==> config.mk <==
export PLATFORM = sky130hd
export DESIGN_NAME = hook_launcher
export DESIGN_NICKNAME = d
export VERILOG_FILES = /design/src/rtl/hook_launcher.sv
export SDC_FILE = /design/constraint.sdc
export NUM_CORES = 1
export LEC_CHECK = 0
export CORE_ASPECT_RATIO = 0.75
export CORE_MARGIN = 1.5
export CORE_UTILIZATION = 46
export CTS_BUF_LIST = sky130_fd_sc_hd__clkbuf_2
export CTS_CLUSTER_SIZE = 14
export DETAILED_ROUTE_END_ITERATION = 8
export GPL_TIMING_DRIVEN = 0
export PLACE_DENSITY = 0.74
export SYNTH_ARGS = -nofsm -noshare
export SYNTH_HDL_FRONTEND = slang
export SYNTH_SLANG_ARGS = --single-unit
==> constraint.sdc <==
create_clock -name clk -period 11.7 [get_ports clk]
set_input_delay 2.34 -clock clk [delete_from_list [all_inputs] [get_ports clk]]
set_output_delay 2.34 -clock clk [all_outputs]
set_load 0.01 [all_outputs]
==> src/rtl/hook_launcher.sv <==
`default_nettype none
// ============================================================================
// Module   : hook_launcher
// Purpose  : Rope-launch controller that freezes the pendulum and drives the rope tip
// Revision : 1.0  initial release
// ============================================================================
module hook_launcher #(
  parameter int ANCHOR_X     = 320,
  parameter int ANCHOR_Y     = 96,
  parameter int BASE_SHIFT   = 7,
  parameter int MAX_LEN      = 400,
  parameter int EXTEND_STEP  = 4,
  parameter int RETRACT_STEP = 8,
  parameter int SCREEN_W     = 640,
  parameter int SCREEN_H     = 480
) (
  input  logic        clk,
  input  logic        resetN,
  input  logic        startOfFrame,
  input  logic        fire,
  input  logic [10:0] hookX,
  input  logic [10:0] hookY,
  input  logic        grab,
  input  logic [1:0]  grabWeight,
  output logic        hookEnable,
  output logic [10:0] tipX,
  output logic [10:0] tipY,
  output logic [9:0]  ropeLen,
  output logic        busy,
  output logic        caught,
  output logic [1:0]  caughtWeight
);

  localparam logic [1:0] c_IDLE    = 2'd0;
  localparam logic [1:0] c_EXTEND  = 2'd1;
  localparam logic [1:0] c_RETRACT = 2'd2;
  localparam logic [1:0] c_DELIVER = 2'd3;

  localparam logic [9:0]         c_BASE_LEN = 10'(2**BASE_SHIFT);
  localparam logic signed [16:0] c_ANCHOR_X = 17'(ANCHOR_X);
  localparam logic signed [16:0] c_ANCHOR_Y = 17'(ANCHOR_Y);
  localparam logic signed [16:0] c_SCREEN_W = 17'(SCREEN_W);
  localparam logic signed [16:0] c_SCREEN_H = 17'(SCREEN_H);
  localparam logic signed [11:0] c_RST_DX   = 12'sd0;
  localparam logic signed [11:0] c_RST_DY   = 12'(2**BASE_SHIFT);

  logic [1:0]         r_state;
  logic [1:0]         w_next_state;
  logic signed [11:0] r_dx;
  logic signed [11:0] r_dy;
  logic [9:0]         r_len;
  logic [10:0]        r_tip_x;
  logic [10:0]        r_tip_y;
  logic               r_hit;
  logic [1:0]         r_weight;
  logic               r_fire_d;

  logic               w_fire_rise;
  logic [10:0]        w_next_len;
  logic signed [16:0] w_cand_x;
  logic signed [16:0] w_cand_y;
  logic               w_stop;
  logic [9:0]         w_step;
  logic               w_done;

  // Tip = anchor + (d * len) / 2**BASE_SHIFT, floor division on the signed product
  function automatic logic signed [16:0] f_project(
    input logic signed [11:0] d,
    input logic [9:0]         len,
    input logic signed [16:0] anchor
  );
    logic signed [22:0] prod;
    prod = 23'(d) * 23'($signed({1'b0, len}));
    return 17'(prod >>> BASE_SHIFT) + anchor;
  endfunction

  assign w_fire_rise = fire & ~r_fire_d;
  assign w_next_len  = {1'b0, r_len} + 11'(EXTEND_STEP);
  assign w_cand_x    = f_project(r_dx, w_next_len[9:0], c_ANCHOR_X);
  assign w_cand_y    = f_project(r_dy, w_next_len[9:0], c_ANCHOR_Y);
  assign w_stop      = (w_cand_x < 17'sd0) || (w_cand_x >= c_SCREEN_W) ||
                       (w_cand_y < 17'sd0) || (w_cand_y >= c_SCREEN_H) ||
                       (w_next_len > 11'(MAX_LEN));

  // Heavier catches reel in slower; never let the step collapse to zero
  always_comb begin
    w_step = 10'(RETRACT_STEP) >> (r_hit ? r_weight : 2'd0);
    if (w_step == 10'd0) begin
      w_step = 10'd1;
    end
  end

  assign w_done = {1'b0, r_len} <= ({1'b0, c_BASE_LEN} + {1'b0, w_step});

  always_ff @(posedge clk or negedge resetN) begin
    if (!resetN) begin
      r_state <= c_IDLE;
    end else begin
      r_state <= w_next_state;
    end
  end

  always_comb begin
    w_next_state = r_state;
    case (r_state)
      c_IDLE: begin
        if (w_fire_rise) w_next_state = c_EXTEND;
      end
      c_EXTEND: begin
        if (grab || (startOfFrame && w_stop)) w_next_state = c_RETRACT;
      end
      c_RETRACT: begin
        if (startOfFrame && w_done) w_next_state = c_DELIVER;
      end
      default: begin
        w_next_state = c_IDLE;
      end
    endcase
  end

  always_comb begin
    hookEnable   = (r_state == c_IDLE);
    busy         = (r_state != c_IDLE);
    caught       = (r_state == c_DELIVER) && r_hit;
    caughtWeight = ((r_state == c_DELIVER) && r_hit) ? r_weight : 2'd0;
  end

  always_ff @(posedge clk or negedge resetN) begin
    if (!resetN) begin
      r_dx     <= c_RST_DX;
      r_dy     <= c_RST_DY;
      r_len    <= c_BASE_LEN;
      r_tip_x  <= 11'(ANCHOR_X);
      r_tip_y  <= 11'(ANCHOR_Y + 2**BASE_SHIFT);
      r_hit    <= 1'b0;
      r_weight <= 2'd0;
      r_fire_d <= 1'b0;
    end else begin
      r_fire_d <= fire;
      if (r_state == c_IDLE) begin
        r_tip_x <= hookX;
        r_tip_y <= hookY;
      end else begin
        r_tip_x <= 11'(f_project(r_dx, r_len, c_ANCHOR_X));
        r_tip_y <= 11'(f_project(r_dy, r_len, c_ANCHOR_Y));
      end
      case (r_state)
        c_IDLE: begin
          if (w_fire_rise) begin
            r_dx <= $signed({1'b0, hookX} - 12'(ANCHOR_X));
            r_dy <= $signed({1'b0, hookY} - 12'(ANCHOR_Y));
          end
        end
        c_EXTEND: begin
          if (grab) begin
            r_hit    <= 1'b1;
            r_weight <= grabWeight;
          end else if (startOfFrame && !w_stop) begin
            r_len <= w_next_len[9:0];
          end
        end
        c_RETRACT: begin
          if (startOfFrame) begin
            r_len <= w_done ? c_BASE_LEN : (r_len - w_step);
          end
        end
        default: begin
          r_hit <= 1'b0;
        end
      endcase
    end
  end

  assign tipX    = r_tip_x;
  assign tipY    = r_tip_y;
  assign ropeLen = r_len;

endmodule
`default_nettype wire

==> impl_metrics.env <==
export IMPL_status="complete, no violations"
export IMPL_via_per_inst=5.480
export IMPL_synth_most_common_cell="inv_1"
export IMPL_fin_crit_ns=10.40
export IMPL_initial_utilization=0.4694
export IMPL_placedCellCount=3081
export IMPL_hold_viol=0
export IMPL_tns_ns=0
export IMPL_dp_slack_ns=1.633
export IMPL_cts_buffer_depth=2
export IMPL_grt_pass1_vias=17730
export IMPL_critPathCaptureType="flop"
export IMPL_grt_pass1_wl_um=94130
export IMPL_synthArstFlopShare=1.000
export IMPL_cts_repair_resized=0
export IMPL_ys_seq_area_frac=0.07384
export IMPL_rr_startpoint="ropeLen[3]"
export IMPL_dieArea_mm2=0.04724
export IMPL_fin_crit_sh=0.8887
export IMPL_setup_viol=0
export IMPL_cts_root_buf="clkbuf_2"
export IMPL_cts_tree="done"
export IMPL_cts_buffers=9
export IMPL_top_layer_used="met5"
export IMPL_cpMostUsedCell="fa_1"
export IMPL_n_fill_cell=4197
export IMPL_hp_class="reg -> reg"
export IMPL_wl_met1_um=25470
export IMPL_post_cts_buffers=0
export IMPL_vias=16990
export IMPL_critPathSlowestCell="xnor2_1"
export IMPL_port_buffer_count=65
export IMPL_drc_errors=0
export IMPL_core_area_mm2=0.04502
export IMPL_r2r_slack_ns=1.30
export IMPL_place_congestion=0.9784
export IMPL_synth_area_mm2=0.02113
export IMPL_hold_buffers=0
export IMPL_finalNonFillerCells=3100
export IMPL_wl_met2_um=25660
export IMPL_finalMaxSlewViolations=0
export IMPL_hold_path_startpoint="r_state[1]"
export IMPL_dpl_hpwl_um=48530
export IMPL_cts_num_sinks=62
export IMPL_worst_pin_slew_ns=1.255
export IMPL_die_h_um=188.6
export IMPL_h_tree_depth=3
export IMPL_clk_pin_slew_ns=0.24
export IMPL_grt_overflow_total=0
export IMPL_start_kind="flop"
export IMPL_ys_flop_type="dfrtp_1"
export IMPL_cp_max_fo=10
export IMPL_syn_avg_cell_area_um2=8.695
export IMPL_postRouteWirelength_um=57720
export IMPL_worstPathRequired_ns=12.28
export IMPL_track_usage=0.2541
export IMPL_max_stage_delay_ns=0.80
export IMPL_ant_nets=0
export IMPL_rsz0062_at_grt="false"
export IMPL_fmax_mhz=96.18
export IMPL_finalNetCount=3117
export IMPL_grt_max_degree=63
export IMPL_critical_path_class="reg -> reg"
export IMPL_synth_area_leaders="fa_1, ha_1, inv_1, dfrtp_1, nand2_1"
export IMPL_syn_nets=3041
export IMPL_skew_ns=0.04089
export IMPL_die_w_um=250.5
export IMPL_relSlewSlack=0.1417
export IMPL_rows=67
export IMPL_drt_iter0_markers=1345
export IMPL_drtPass1Iterations=6
export IMPL_synthCells=2430
export IMPL_synth_cell_type_count=95
export IMPL_synth_top_area_frac=0.3724
export IMPL_drive_above_1_share=0.03027
export IMPL_met3_length_um=5321
export IMPL_io_pins=66
export IMPL_area_growth_pct=6.994
export IMPL_synth_common_cells="inv_1, fa_1, nand2_1, ha_1, and2_1"
export IMPL_synth_edf_count=0
export IMPL_wl_per_cell_um=18.62
export IMPL_yosys_warnings=0
export IMPL_yosysTopAreaCell="fa_1"
export IMPL_ys_ff_latch=62
export IMPL_cap_violations=0
export IMPL_setup_slack_ns=1.303
export IMPL_crit_arrival_ns=10.98
export IMPL_worstSkewPairLatency_ns=0.66
export IMPL_worstSetupStartpoint="ropeLen[3]"
export IMPL_antenna_found_initial=4
==> through the flow <==
| step | util | area (um2) | hold slack (ns) |
|---|---|---|---|
| finish | 0.5022 | 22610 | 0.6036 |
| floorplan | - | 21130 | 0.5173 |
| CTS | 0.5020 | 22600 | 0.5904 |
| global placement | 0.5001 | 22510 | 0.5326 |
| detailed placement | 0.5000 | 22510 | 0.5463 |
| global route | 0.5021 | 22600 | 0.6062 |
==> sequential cells by signal, indices dropped and copies added, names as in the netlist <==
signal,count
r_dx,12
r_dy,12
tipX,11
tipY,11
ropeLen,10
r_state,2
r_weight,2
r_fire_d,1
r_hit,1
==> metal layers <==
metal | GRT usage | vias up
met2 | 0.3976 | 649
li1 | - | 7669
met3 | 0.06368 | 98
met5 | 0 | -
met4 | 0.05594 | 2
met1 | 0.3557 | 8571
==> kinds of logic (layout without fill, tap and decap cells) <==
| group | count (synthesis) | after routing | synth area share |
|---|---|---|---|
| AO/OA/AOI/OAI | 267 | 267 | 0.08871 |
| XOR/XNOR | 97 | 97 | 0.04086 |
| adder cells (fa/ha/maj) | 584 | 584 | 0.4852 |
| buffers and inverters | 655 | 736 | 0.1165 |
| flip-flops | 62 | 62 | 0.07384 |
| multiplexers | 30 | 30 | 0.01587 |
| other | 0 | 3 | 0 |
| AND/OR/NAND/NOR | 735 | 735 | 0.1790 |
==> cells in the final DEF, fill, tap and decap left out, drive strengths merged, types with 28 or more instances in the layout <==
cell,n
inv,549
fa,393
nand2,279
ha,189
and2,166
clkbuf,112
xnor2,73
nor2,67
clkdlybuf4s50,64
o21ai,61
nor2b,60
dfrtp,55
a21oi,51
nand3,33
nor3,29
nand2b,28
==> worst max-delay path, delay by kind of cell (launching register included) <==
family	cells	cell delay (ns)
XOR/XNOR	2	1.05
adder cells (fa/ha/maj)	7	3.25
flip-flops	1	0.59
AO/OA/AOI/OAI	4	1.04
AND/OR/NAND/NOR	9	2.25
buffers and inverters	5	1.45
multiplexers	2	0.65
==> final cells by class <==
| type | count | area [um2] | share of cell area |
|---|---|---|---|
| multi-input combinational | 1713 | 17110 | 0.7567 |
| tap | 586 | 733.2 | 0.03243 |
| buffer | 106 | 401.6 | 0.01777 |
| sequential | 62 | 1560 | 0.06902 |
| inverter | 549 | 2061 | 0.09116 |
| timing repair buffer | 65 | 648.1 | 0.02867 |
| clock buffer | 10 | 50.05 | 0.002214 |
| clock inverter | 6 | 38.79 | 0.001716 |
| antenna | 3 | 7.507 | 0.0003321 |
==> path summary, 6_finish.rpt <==
| kind | to | depth (start not counted) |
|---|---|---|
| max | r_state[0] | 29 |
| min in group asynchronous | r_dx[0] | 1 |
| min | r_state[1] | 1 |
| min reg2reg | r_state[1] | 1 |
| max reg2reg | r_state[0] | 29 |
| max in group asynchronous | r_dy[0] | 1 |
Power is not shown: default switching activity piles up to over one toggle a cycle in this logic, so the estimate is an artifact.
